## src/rtl/lsu_pkg.sv

```systemverilog
// Shared types and constants for the load/store unit.
// LSU_MISALIGN_CHECK_EN (optional build macro) enables misaligned-access faulting in lsu.
package lsu_pkg;

    localparam int unsigned MEM_LATENCY_DEFAULT = 1;
    localparam int unsigned CNT_W               = 4;

    typedef enum logic [1:0] {StIdle, StIssue, StWait, StResp} state_e;
    typedef enum logic [1:0] {SzByte, SzHalf, SzWord} size_e;

    localparam logic [2:0] LB  = 3'b000;
    localparam logic [2:0] LH  = 3'b001;
    localparam logic [2:0] LW  = 3'b010;
    localparam logic [2:0] LBU = 3'b100;
    localparam logic [2:0] LHU = 3'b101;

    // Unsigned codes only exist for loads; a store with 100/101 is a word store.
    function automatic size_e access_size(input logic is_store, input logic [2:0] funct3);
        case (funct3)
            LB:      return SzByte;
            LH:      return SzHalf;
            LW:      return SzWord;
            LBU:     return is_store ? SzWord : SzByte;
            LHU:     return is_store ? SzWord : SzHalf;
            default: return SzWord;
        endcase
    endfunction

    function automatic logic misaligned(input logic is_store, input logic [2:0] funct3,
                                        input logic [1:0] addr_lo);
        case (access_size(is_store, funct3))
            SzHalf:  return addr_lo[0];
            SzWord:  return addr_lo != 2'b00;
            default: return 1'b0;
        endcase
    endfunction

endpackage

```

## src/rtl/lsu_align.sv

```systemverilog
// Combinational lane logic: store byte mask, store data shift, load extract and extend.
module lsu_align
    import lsu_pkg::*;
(
    input  logic [2:0]  funct3,
    input  logic        is_store,
    input  logic [1:0]  addr_lo,
    input  logic [31:0] wdata,
    input  logic [31:0] rword,
    output logic [3:0]  wmask,
    output logic [31:0] wdata_sh,
    output logic [31:0] rdata_ext
);

    size_e       size;
    logic [4:0]  shamt;
    logic [31:0] shifted;
    logic        sign_en;

    always_comb begin
        size     = access_size(is_store, funct3);
        shamt    = {addr_lo, 3'b000};
        sign_en  = ~funct3[2];
        wdata_sh = wdata << shamt;
        shifted  = rword >> shamt;
        // Lanes shifted past byte 3 fall off the 4-bit mask.
        unique case (size)
            SzByte: begin
                wmask     = 4'b0001 << addr_lo;
                rdata_ext = {{24{sign_en & shifted[7]}}, shifted[7:0]};
            end
            SzHalf: begin
                wmask     = 4'b0011 << addr_lo;
                rdata_ext = {{16{sign_en & shifted[15]}}, shifted[15:0]};
            end
            default: begin
                wmask     = 4'b1111 << addr_lo;
                rdata_ext = shifted;
            end
        endcase
    end

endmodule

```

## src/rtl/lsu.sv

```systemverilog
// Single-outstanding load/store unit with emulated memory latency.
// LSU_MISALIGN_CHECK_EN: when defined, misaligned accesses fault without touching memory.
module lsu
    import lsu_pkg::*;
#(
    parameter int unsigned MEM_LATENCY = MEM_LATENCY_DEFAULT
) (
    input  logic        clk,
    input  logic        rst,
    input  logic        in_valid,
    output logic        in_ready,
    input  logic        in_ren,
    input  logic        in_wen,
    input  logic [31:0] in_addr,
    input  logic [31:0] in_wdata,
    input  logic [2:0]  in_funct3,
    output logic        out_valid,
    input  logic        out_ready,
    output logic [31:0] out_rdata,
    output logic        out_fault,
    output logic        mem_valid,
    output logic [31:0] mem_raddr,
    input  logic [31:0] mem_rdata,
    output logic        mem_wen,
    output logic [31:0] mem_waddr,
    output logic [31:0] mem_wdata,
    output logic [7:0]  mem_wmask
);

    localparam logic [CNT_W-1:0] CntLoad = CNT_W'(MEM_LATENCY > 1 ? MEM_LATENCY - 2 : 0);

    state_e           state_q, state_d;
    logic             load_q, store_q, fault_q;
    logic [31:0]      addr_q, wdata_q, rword_q;
    logic [2:0]       funct3_q;
    logic [CNT_W-1:0] cnt_q;
    logic             in_fault, in_noop;
    logic [3:0]       lane_mask;
    logic [31:0]      wdata_sh, rdata_ext;

    assign in_noop = ~in_ren & ~in_wen;
`ifdef LSU_MISALIGN_CHECK_EN
    assign in_fault = ~in_noop & misaligned(in_wen, in_funct3, in_addr[1:0]);
`else
    assign in_fault = 1'b0;
`endif

    always_ff @(posedge clk or posedge rst) begin
        if (rst) state_q <= StIdle;
        else     state_q <= state_d;
    end

    always_comb begin
        state_d = state_q;
        unique case (state_q)
            StIdle:  if (in_valid) state_d = (in_noop || in_fault) ? StResp : StIssue;
            StIssue: state_d = (MEM_LATENCY == 1) ? StResp : StWait;
            StWait:  if (cnt_q == '0) state_d = StResp;
            StResp:  if (out_ready) state_d = StIdle;
            default: state_d = StIdle;
        endcase
    end

    // Request register; store wins when both ren and wen are set.
    always_ff @(posedge clk or posedge rst) begin
        if (rst) begin
            load_q   <= 1'b0;
            store_q  <= 1'b0;
            fault_q  <= 1'b0;
            addr_q   <= '0;
            wdata_q  <= '0;
            funct3_q <= '0;
            rword_q  <= '0;
            cnt_q    <= '0;
        end else begin
            if (state_q == StIdle && in_valid) begin
                load_q   <= in_ren & ~in_wen;
                store_q  <= in_wen;
                fault_q  <= in_fault;
                addr_q   <= in_addr;
                wdata_q  <= in_wdata;
                funct3_q <= in_funct3;
            end
            if (state_q == StIssue) begin
                if (load_q) rword_q <= mem_rdata;
                cnt_q <= CntLoad;
            end
            if (state_q == StWait && cnt_q != '0) cnt_q <= cnt_q - 1'b1;
        end
    end

    lsu_align u_align (
        .funct3    (funct3_q),
        .is_store  (store_q),
        .addr_lo   (addr_q[1:0]),
        .wdata     (wdata_q),
        .rword     (rword_q),
        .wmask     (lane_mask),
        .wdata_sh  (wdata_sh),
        .rdata_ext (rdata_ext)
    );

    always_comb begin
        in_ready  = (state_q == StIdle);
        out_valid = (state_q == StResp);
        out_fault = (state_q == StResp) & fault_q;
        out_rdata = (state_q == StResp && load_q && !fault_q) ? rdata_ext : 32'h0;
        mem_valid = (state_q == StIssue);
        mem_wen   = (state_q == StIssue) & store_q;
        mem_raddr = (state_q == StIssue) ? {addr_q[31:2], 2'b00} : 32'h0;
        mem_waddr = mem_raddr;
        mem_wdata = mem_wen ? wdata_sh : 32'h0;
        mem_wmask = mem_wen ? {4'b0000, lane_mask} : 8'h00;
    end

endmodule

```

## config.mk

```make
export PLATFORM = sky130hd
export DESIGN_NAME = lsu
export DESIGN_NICKNAME = d
export VERILOG_FILES = /design/src/rtl/lsu_pkg.sv /design/src/rtl/lsu_align.sv /design/src/rtl/lsu.sv
export SDC_FILE = /design/constraint.sdc
export NUM_CORES = 1
export LEC_CHECK = 0
export BUFFER_PORTS_ARGS = -buffer_cell sky130_fd_sc_hd__buf_2
export CAP_MARGIN = 10
export CORE_MARGIN = 2
export CORE_UTILIZATION = 25
export CTS_BUF_LIST = sky130_fd_sc_hd__clkbuf_16
export CTS_CLUSTER_SIZE = 14
export DETAILED_ROUTE_END_ITERATION = 10
export PLACE_DENSITY = 0.45
export SKIP_LAST_GASP = 1
export SYNTH_ARGS = -nofsm -noshare
export SYNTH_HDL_FRONTEND = slang
export SYNTH_HIERARCHICAL = 1
export SYNTH_SLANG_ARGS = --single-unit
```

## constraint.sdc

```tcl
create_clock -name clk -period 9.4 [get_ports clk]
set_clock_uncertainty 0.2 [all_clocks]
set_input_delay 1.88 -clock clk [delete_from_list [all_inputs] [get_ports clk]]
set_output_delay 1.88 -clock clk [all_outputs]
set_load 0.01 [all_outputs]
```

; Word-level counts from Yosys, hierarchy flattened
; Cells that the tools add are included.
[op_classes]
add_sub_neg = 1
n_eq_ne = 10
shifts = 5
mux = 16
bitwise_logic = 8
n_reduce_logical = 11
[op_table]
columns = cell, n
row1 = two-way mux 32 bit, 3
row2 = one-hot mux 32 bit (2 select lines), 1
row3 = << shifter 32 x 5 -> 32 bit, 1
row4 = right shift 32 x 5 -> 32 bit, 1
row5 = one-hot mux 2 bit (4 select lines), 2
row6 = two-way mux 2 bit, 6
row7 = two-way mux 4 bit, 3
row8 = one-hot mux 4 bit (2 select lines), 1
row9 = equality test 3 bit (second input constant), 2
row10 = bitwise AND 1 bit, 5
row11 = equality test 2 x 1 -> 1 bit (second input constant), 2
row12 = equality test 2 bit (second input constant), 2
row13 = zero test 2 bit, 2
row14 = zero test 4 bit, 1
row15 = inequality test 2 bit (second input constant), 2
row16 = nonzero test 4 bit, 1
row17 = << shifter 1 x 2 -> 4 bit (first input constant), 1
row18 = << shifter 2 x 2 -> 4 bit (first input constant), 1
row19 = << shifter 4 x 2 -> 4 bit (first input constant), 1
row20 = subtractor 4 x 1 -> 4 bit (second input constant), 1
row21 = equality test 3 x 1 -> 1 bit (second input constant), 1
row22 = logical AND 1 bit, 3
row23 = zero test 3 bit, 1
row24 = inverter 1 bit, 3
row25 = other kinds (4), 4
[word_totals]
regBits = 107
out_inout_bits = 141
elab_cells = 59

; Logic depth before layout (Yosys ltp)
[depth]
word_depth = 5
depth_mapped = 7
depth_no_buf = 5

; Cells and area by module
; Netlist, hierarchy kept.
[by_module_without_submodules]
columns = module, instances, cells_per_inst, area_each_um2, seq_area_each_um2
row1 = lsu, 1, 411, 5096.1, 2677.6
row2 = lsu_align, 1, 192, 1265.0, 0.0

; Least setup slack after synthesis
; Ideal clock, no wire load.
[synth_path]
path_kind = reg2out
start = register addr_q[1]
end = output out_rdata[16]
arrival_time_ns = 1.800
required_time_ns = 7.320
setup_slack_ns = 5.520
path_stages_with_launch = 7
path_buffers = 2
path_cell_list = dfrtp_1 -> buf_6 -> mux4_2 -> a221oi_4 -> buf_6 -> o22ai_1 -> and3_1
[synth_between]
elab_chain_len = 4
word_cells_on_any_way = 5
[synth_lines]
columns = element, line
row1 = "start, declared", lsu.sv:34  ; logic [31:0] addr_q, wdata_q, rword_q;
row2 = "start signal, assigned", lsu.sv:80  ; addr_q <= in_addr;
row3 = right shift 32 x 5 -> 32 bit (*), lsu_align.sv:25  ; shifted = rword >> shamt;
row4 = bitwise AND 1 bit (on tied branches), "lsu_align.sv:34, lsu_align.sv:30"
row5 = one-hot mux 32 bit (2 select lines) (*), lsu_align.sv:27  ; unique case (size)
row6 = named net rdata_ext[16], lsu.sv:39  ; logic [31:0] wdata_sh, rdata_ext;
row7 = two-way mux 32 bit (*), lsu.sv:107  ; out_rdata = (state_q == StResp && load_q && !fault_q) ? rdata_ext : 32'h0;
row8 = "end, declared", lsu.sv:19  ; output logic [31:0] out_rdata,
; Mark *: on every way through the listed nets, which the timed path passes. The rest lies on a longest branch.

; Worst setup path in the final report
[layout_path]
start = register addr_q[0]
end = output out_rdata[27]
; Same word-level chain as after synthesis.

==> load_flow_metrics.sql <==
INSERT INTO impl_metrics (metric_group, metric, value, unit) VALUES
('synthesis', 'dominantRegCellSynth', 'sky130_fd_sc_hd__dfrtp_1', ''),
('die', 'boundary_pins', '246', ''),
('timing', 'period_needed', '5.07', 'ns'),
('power', 'power_density', '343', 'nW/µm²'),
('cts', 'post_cts.repair.setup_buffers', '0', ''),
('synthesis', 'synthesis.yosys.warnings', '6', ''),
('cts', 'cts_tree', 'yes', ''),
('critical_path', 'cp_slowest_cell', 'sky130_fd_sc_hd__dfrtp_2', ''),
('cts', 'cts_num_sinks', '107', ''),
('cts', 'htree_num_levels', '3', ''),
('power', 'max-vdd-ir-drop', '135', 'µV'),
('synthesis', 'synth_seq_area_share', '42.1', '%'),
('timing', 'slew-limit-headroom', '30.6', '%'),
('placement', 'io_buffer_count', '236', ''),
('placement', 'detailedPlacementHpwl', '13.3', 'mm'),
('timing', 'final_hold_viol_count', '0', ''),
('timing', 'slew_viol_final', '0', ''),
('die', 'floorplan.initialDensity', '25.3', '%'),
('timing', 'clock.fmax', '0.197', 'GHz'),
('timing', 'final-setup-viol-count', '0', ''),
('cts', 'clock_slew_at_the_register_clock_pins_of_the_worst_setup_and_hold_paths', '0.08', 'ns'),
('synthesis', 'ys_async_sr_fraction', '100', '%'),
('synthesis', 'post_synthesis_cell_area', '6360', 'µm²'),
('cts', 'numCtsBuffers', '9', ''),
('synthesis', 'synth.mux.area_fraction', '24.6', '%'),
('timing', 'setup_tns', '0', 'ns'),
('layout', 'layout-area-overhead-vs-synth', '23.4', '%'),
('synthesis', 'synthesis.area_per_instance', '10.5', 'µm²'),
('synthesis', 'synth_fa_ha_area_share', '1.18', '%'),
('min_path', 'whs_path_depth', '1', ''),
('layout', 'nFillCells', '2686', ''),
('critical_path', 'crit_chain', 'buf_4 -> inv_1 -> a221oi_4 -> o21ai_0 -> and3_1 -> buf_2', ''),
('job', 'max_cap_violations', '0', ''),
('power', 'fin_total_pwr', '2690', 'µW'),
('global_route', 'antenna_found_initial', '1', ''),
('critical_path', 'reg2reg_from', 'state_q[0]', ''),
('critical_path', 'worst_path_dominant_cell_family', 'compound AO/OA/AOI/OAI gates', ''),
('drt', 'drt-total-wl', '19.2', 'mm'),
('placement', 'placer_congestion', '0.746', ''),
('drt', 'detailedRoute.firstPassIterationCount', '5', ''),
('global_route', 'globalRouteTotalUtil', '14.3', '%'),
('synthesis', 'main_combinational_cell_family_by_area_after_synthesis', 'multiplexers', ''),
('drt', 'via_per_inst', '4.51', ''),
('synthesis', 'synth_xor_area_share', '0.138', '%'),
('synthesis', 'synthesized_area_fraction_occupied_by_ao_oa_aoi_and_oai_cells', '7.71', '%'),
('critical_path', 'worstPathMaxFanout', '39', ''),
('critical_path', 'required', '7.32', 'ns'),
('min_path', 'hold_path_class', 'reg -> reg', ''),
('global_route', 'via_count_of_the_first_global_routing_pass', '5009', ''),
('critical_path', 'timing.critical_path.from_type', 'flip-flop', ''),
('cts', 'worstSkewPairLatency', '0.35', 'ns'),
('drt', 'first_iter_violations', '228', ''),
('outcome', 'status', 'completed', ''),
('critical_path', 'worst-setup-path-type', 'reg -> out', ''),
('die', 'die_h', '164', 'µm'),
('die', 'die_area', '26700', 'µm²'),
('timing', 'unrepaired_setup_endpoints_after_global_routing', 'false', ''),
('timing', 'tightestPinTransition', '1.04', 'ns'),
('critical_path', 'worst-r2r-setup-slack', '7.06', 'ns'),
('critical_path', 'cp_slowest_stage_delay', '0.75', 'ns'),
('critical_path', 'destination_of_the_worst_register_to_register_timing_path', 'wdata_q[16]', ''),
('global_route', 'grt_pass1_wl', '29.2', 'mm'),
('power', 'p_leak', '0.00412', 'µW'),
('critical_path', 'critPathCaptureType', 'output pin', ''),
('cts', 'cts_resized', '0', ''),
('die', 'die_span_x', '164', 'µm'),
('layout', 'finish.net_count', '888', ''),
('die', 'rows', '58', ''),
('critical_path', 'reg2reg_depth', '4', ''),
('layout', 'drive_gt1_share', '47.6', '%'),
('min_path', 'endpoint_of_the_worst_hold_timing_path', 'cnt_q[0]', '');
==> worst register-to-register path, stage by stage, from the launching register on <==
cell and delay (ns):
sky130_fd_sc_hd__dfrtp_1 0.41, sky130_fd_sc_hd__inv_1 0.10, sky130_fd_sc_hd__ha_1 0.28, sky130_fd_sc_hd__nand2_4 0.75, sky130_fd_sc_hd__mux2_2 0.48
==> sequential cells by signal (all words and copies together) (netlist names) <==
name      count
funct3_q      3
wdata_q      32
state_q       2
cnt_q         4
store_q       1
rword_q      32
addr_q       32
load_q        1
==> final cells by class <==
class                           instances  area (µm²)  share of cell area [%]
Inverter                                8        32.5                   0.414
Sequential cell                       107        2680                    34.1
Antenna cell                            2        5.00                  0.0638
Multi-Input combinational cell        407        3190                    40.7
Timing Repair Buffer                  244        1240                    15.8
Clock buffer                            9         225                    2.87
Tap cell                              330         413                    5.26
Clock inverter                          7        61.3                   0.781
==> stage by stage <==
stage / instances / utilization (%) / hold slack (ns) / cell area (µm²) / worst slack, ns
final: 1114 / 31.3 / 0.283 / 7850 / 4.33
after global routing: 1112 / 31.2 / 0.306 / 7840 / 4.04
after CTS: 1112 / 31.2 / 0.292 / 7840 / 4.31
after detailed placement: 1096 / 30.1 / 0.280 / 7560 / 4.70
after global placement: 1096 / 30.1 / 0.279 / 7560 / 4.76
after floorplan: 611 / - / 0.252 / 6390 / 4.50
==> kinds of logic (layout without fill, tap and decap cells) <==
group           Yosys count  count (layout)
mux                     141             141
buf+inv                  97             268
xor+xnor                  1               1
fa+ha+maj                 6               6
other cells               1              11
compound gates           78              78
simple gates            172             172
flops                   107             107
==> routing by layer <==
| metal | vias to the layer above | track usage (%) | wire length [µm] |
|---|---|---|---|
| met4 | 0 | 2.51 | 212 |
| met2 | 188 | 23.0 | 8730 |
| li1 | 2427 | - | - |
| met1 | 2395 | 19.1 | 8810 |
| met5 | - | 0 | 0 |
| met3 | 16 | 4.32 | 1410 |
==> worst max-delay path by stage <==
stage	from	to	slack, ns	cells past startpoint
after global routing	addr_q[0]	out_rdata[25]	4.04	6
after detailed placement	addr_q[0]	out_rdata[27]	4.70	6
after global placement	addr_q[0]	out_rdata[16]	4.76	6
final	addr_q[0]	out_rdata[27]	4.33	6
after floorplan	rst	addr_q[0]	4.50	1
after CTS	addr_q[0]	out_rdata[27]	4.31	6
==> cells in the mapped netlist, types with 2 or more instances <==
master | n | area share [%]
sky130_fd_sc_hd__a211oi_1 | 14 | 1.7
sky130_fd_sc_hd__a21oi_1 | 16 | 1.3
sky130_fd_sc_hd__a22oi_1 | 2 | 0.24
sky130_fd_sc_hd__a2bb2oi_1 | 5 | 0.69
sky130_fd_sc_hd__and2_1 | 39 | 3.8
sky130_fd_sc_hd__and3_1 | 68 | 6.7
sky130_fd_sc_hd__buf_1 | 10 | 0.59
sky130_fd_sc_hd__buf_2 | 6 | 0.47
sky130_fd_sc_hd__buf_4 | 39 | 4.6
sky130_fd_sc_hd__buf_6 | 2 | 0.35
sky130_fd_sc_hd__clkbuf_1 | 32 | 1.9
sky130_fd_sc_hd__dfrtp_1 | 107 | 42
sky130_fd_sc_hd__ha_1 | 6 | 1.2
sky130_fd_sc_hd__inv_1 | 8 | 0.47
sky130_fd_sc_hd__mux2_2 | 103 | 18
sky130_fd_sc_hd__mux2i_1 | 36 | 5.7
sky130_fd_sc_hd__mux4_2 | 2 | 0.71
sky130_fd_sc_hd__nand2_1 | 18 | 1.1
sky130_fd_sc_hd__nand2b_1 | 4 | 0.39
sky130_fd_sc_hd__nand3_1 | 8 | 0.63
sky130_fd_sc_hd__nor2_1 | 11 | 0.65
sky130_fd_sc_hd__nor2b_1 | 16 | 1.6
sky130_fd_sc_hd__nor3_1 | 2 | 0.16
sky130_fd_sc_hd__o21ai_0 | 27 | 2.1
sky130_fd_sc_hd__o21ai_1 | 2 | 0.16
sky130_fd_sc_hd__o22ai_1 | 8 | 0.79
==> layout by cell type, fill, tap and decap left out, types with 9 or more instances in the layout <==
cell type,synthesis,layout
sky130_fd_sc_hd__dfrtp_1,107,105
sky130_fd_sc_hd__mux2i_1,36,36
sky130_fd_sc_hd__inv_1,8,9
sky130_fd_sc_hd__conb_1,1,9
sky130_fd_sc_hd__clkbuf_16,0,9
sky130_fd_sc_hd__nor2b_1,16,16
sky130_fd_sc_hd__nand2_1,18,17
sky130_fd_sc_hd__o21ai_0,27,27
sky130_fd_sc_hd__and3_1,68,68
sky130_fd_sc_hd__a21oi_1,16,16
sky130_fd_sc_hd__nor2_1,11,11
sky130_fd_sc_hd__buf_2,6,236
sky130_fd_sc_hd__mux2_2,103,103
sky130_fd_sc_hd__a211oi_1,14,14
sky130_fd_sc_hd__and2_1,39,39
==> power breakdown <==
group | total [µW] | switching, µW | internal [µW]
Combinational | 1410 | 737 | 670
Clock | 388 | 184 | 205
Sequential | 897 | 209 | 688
Power figures use the tool's default switching activity.
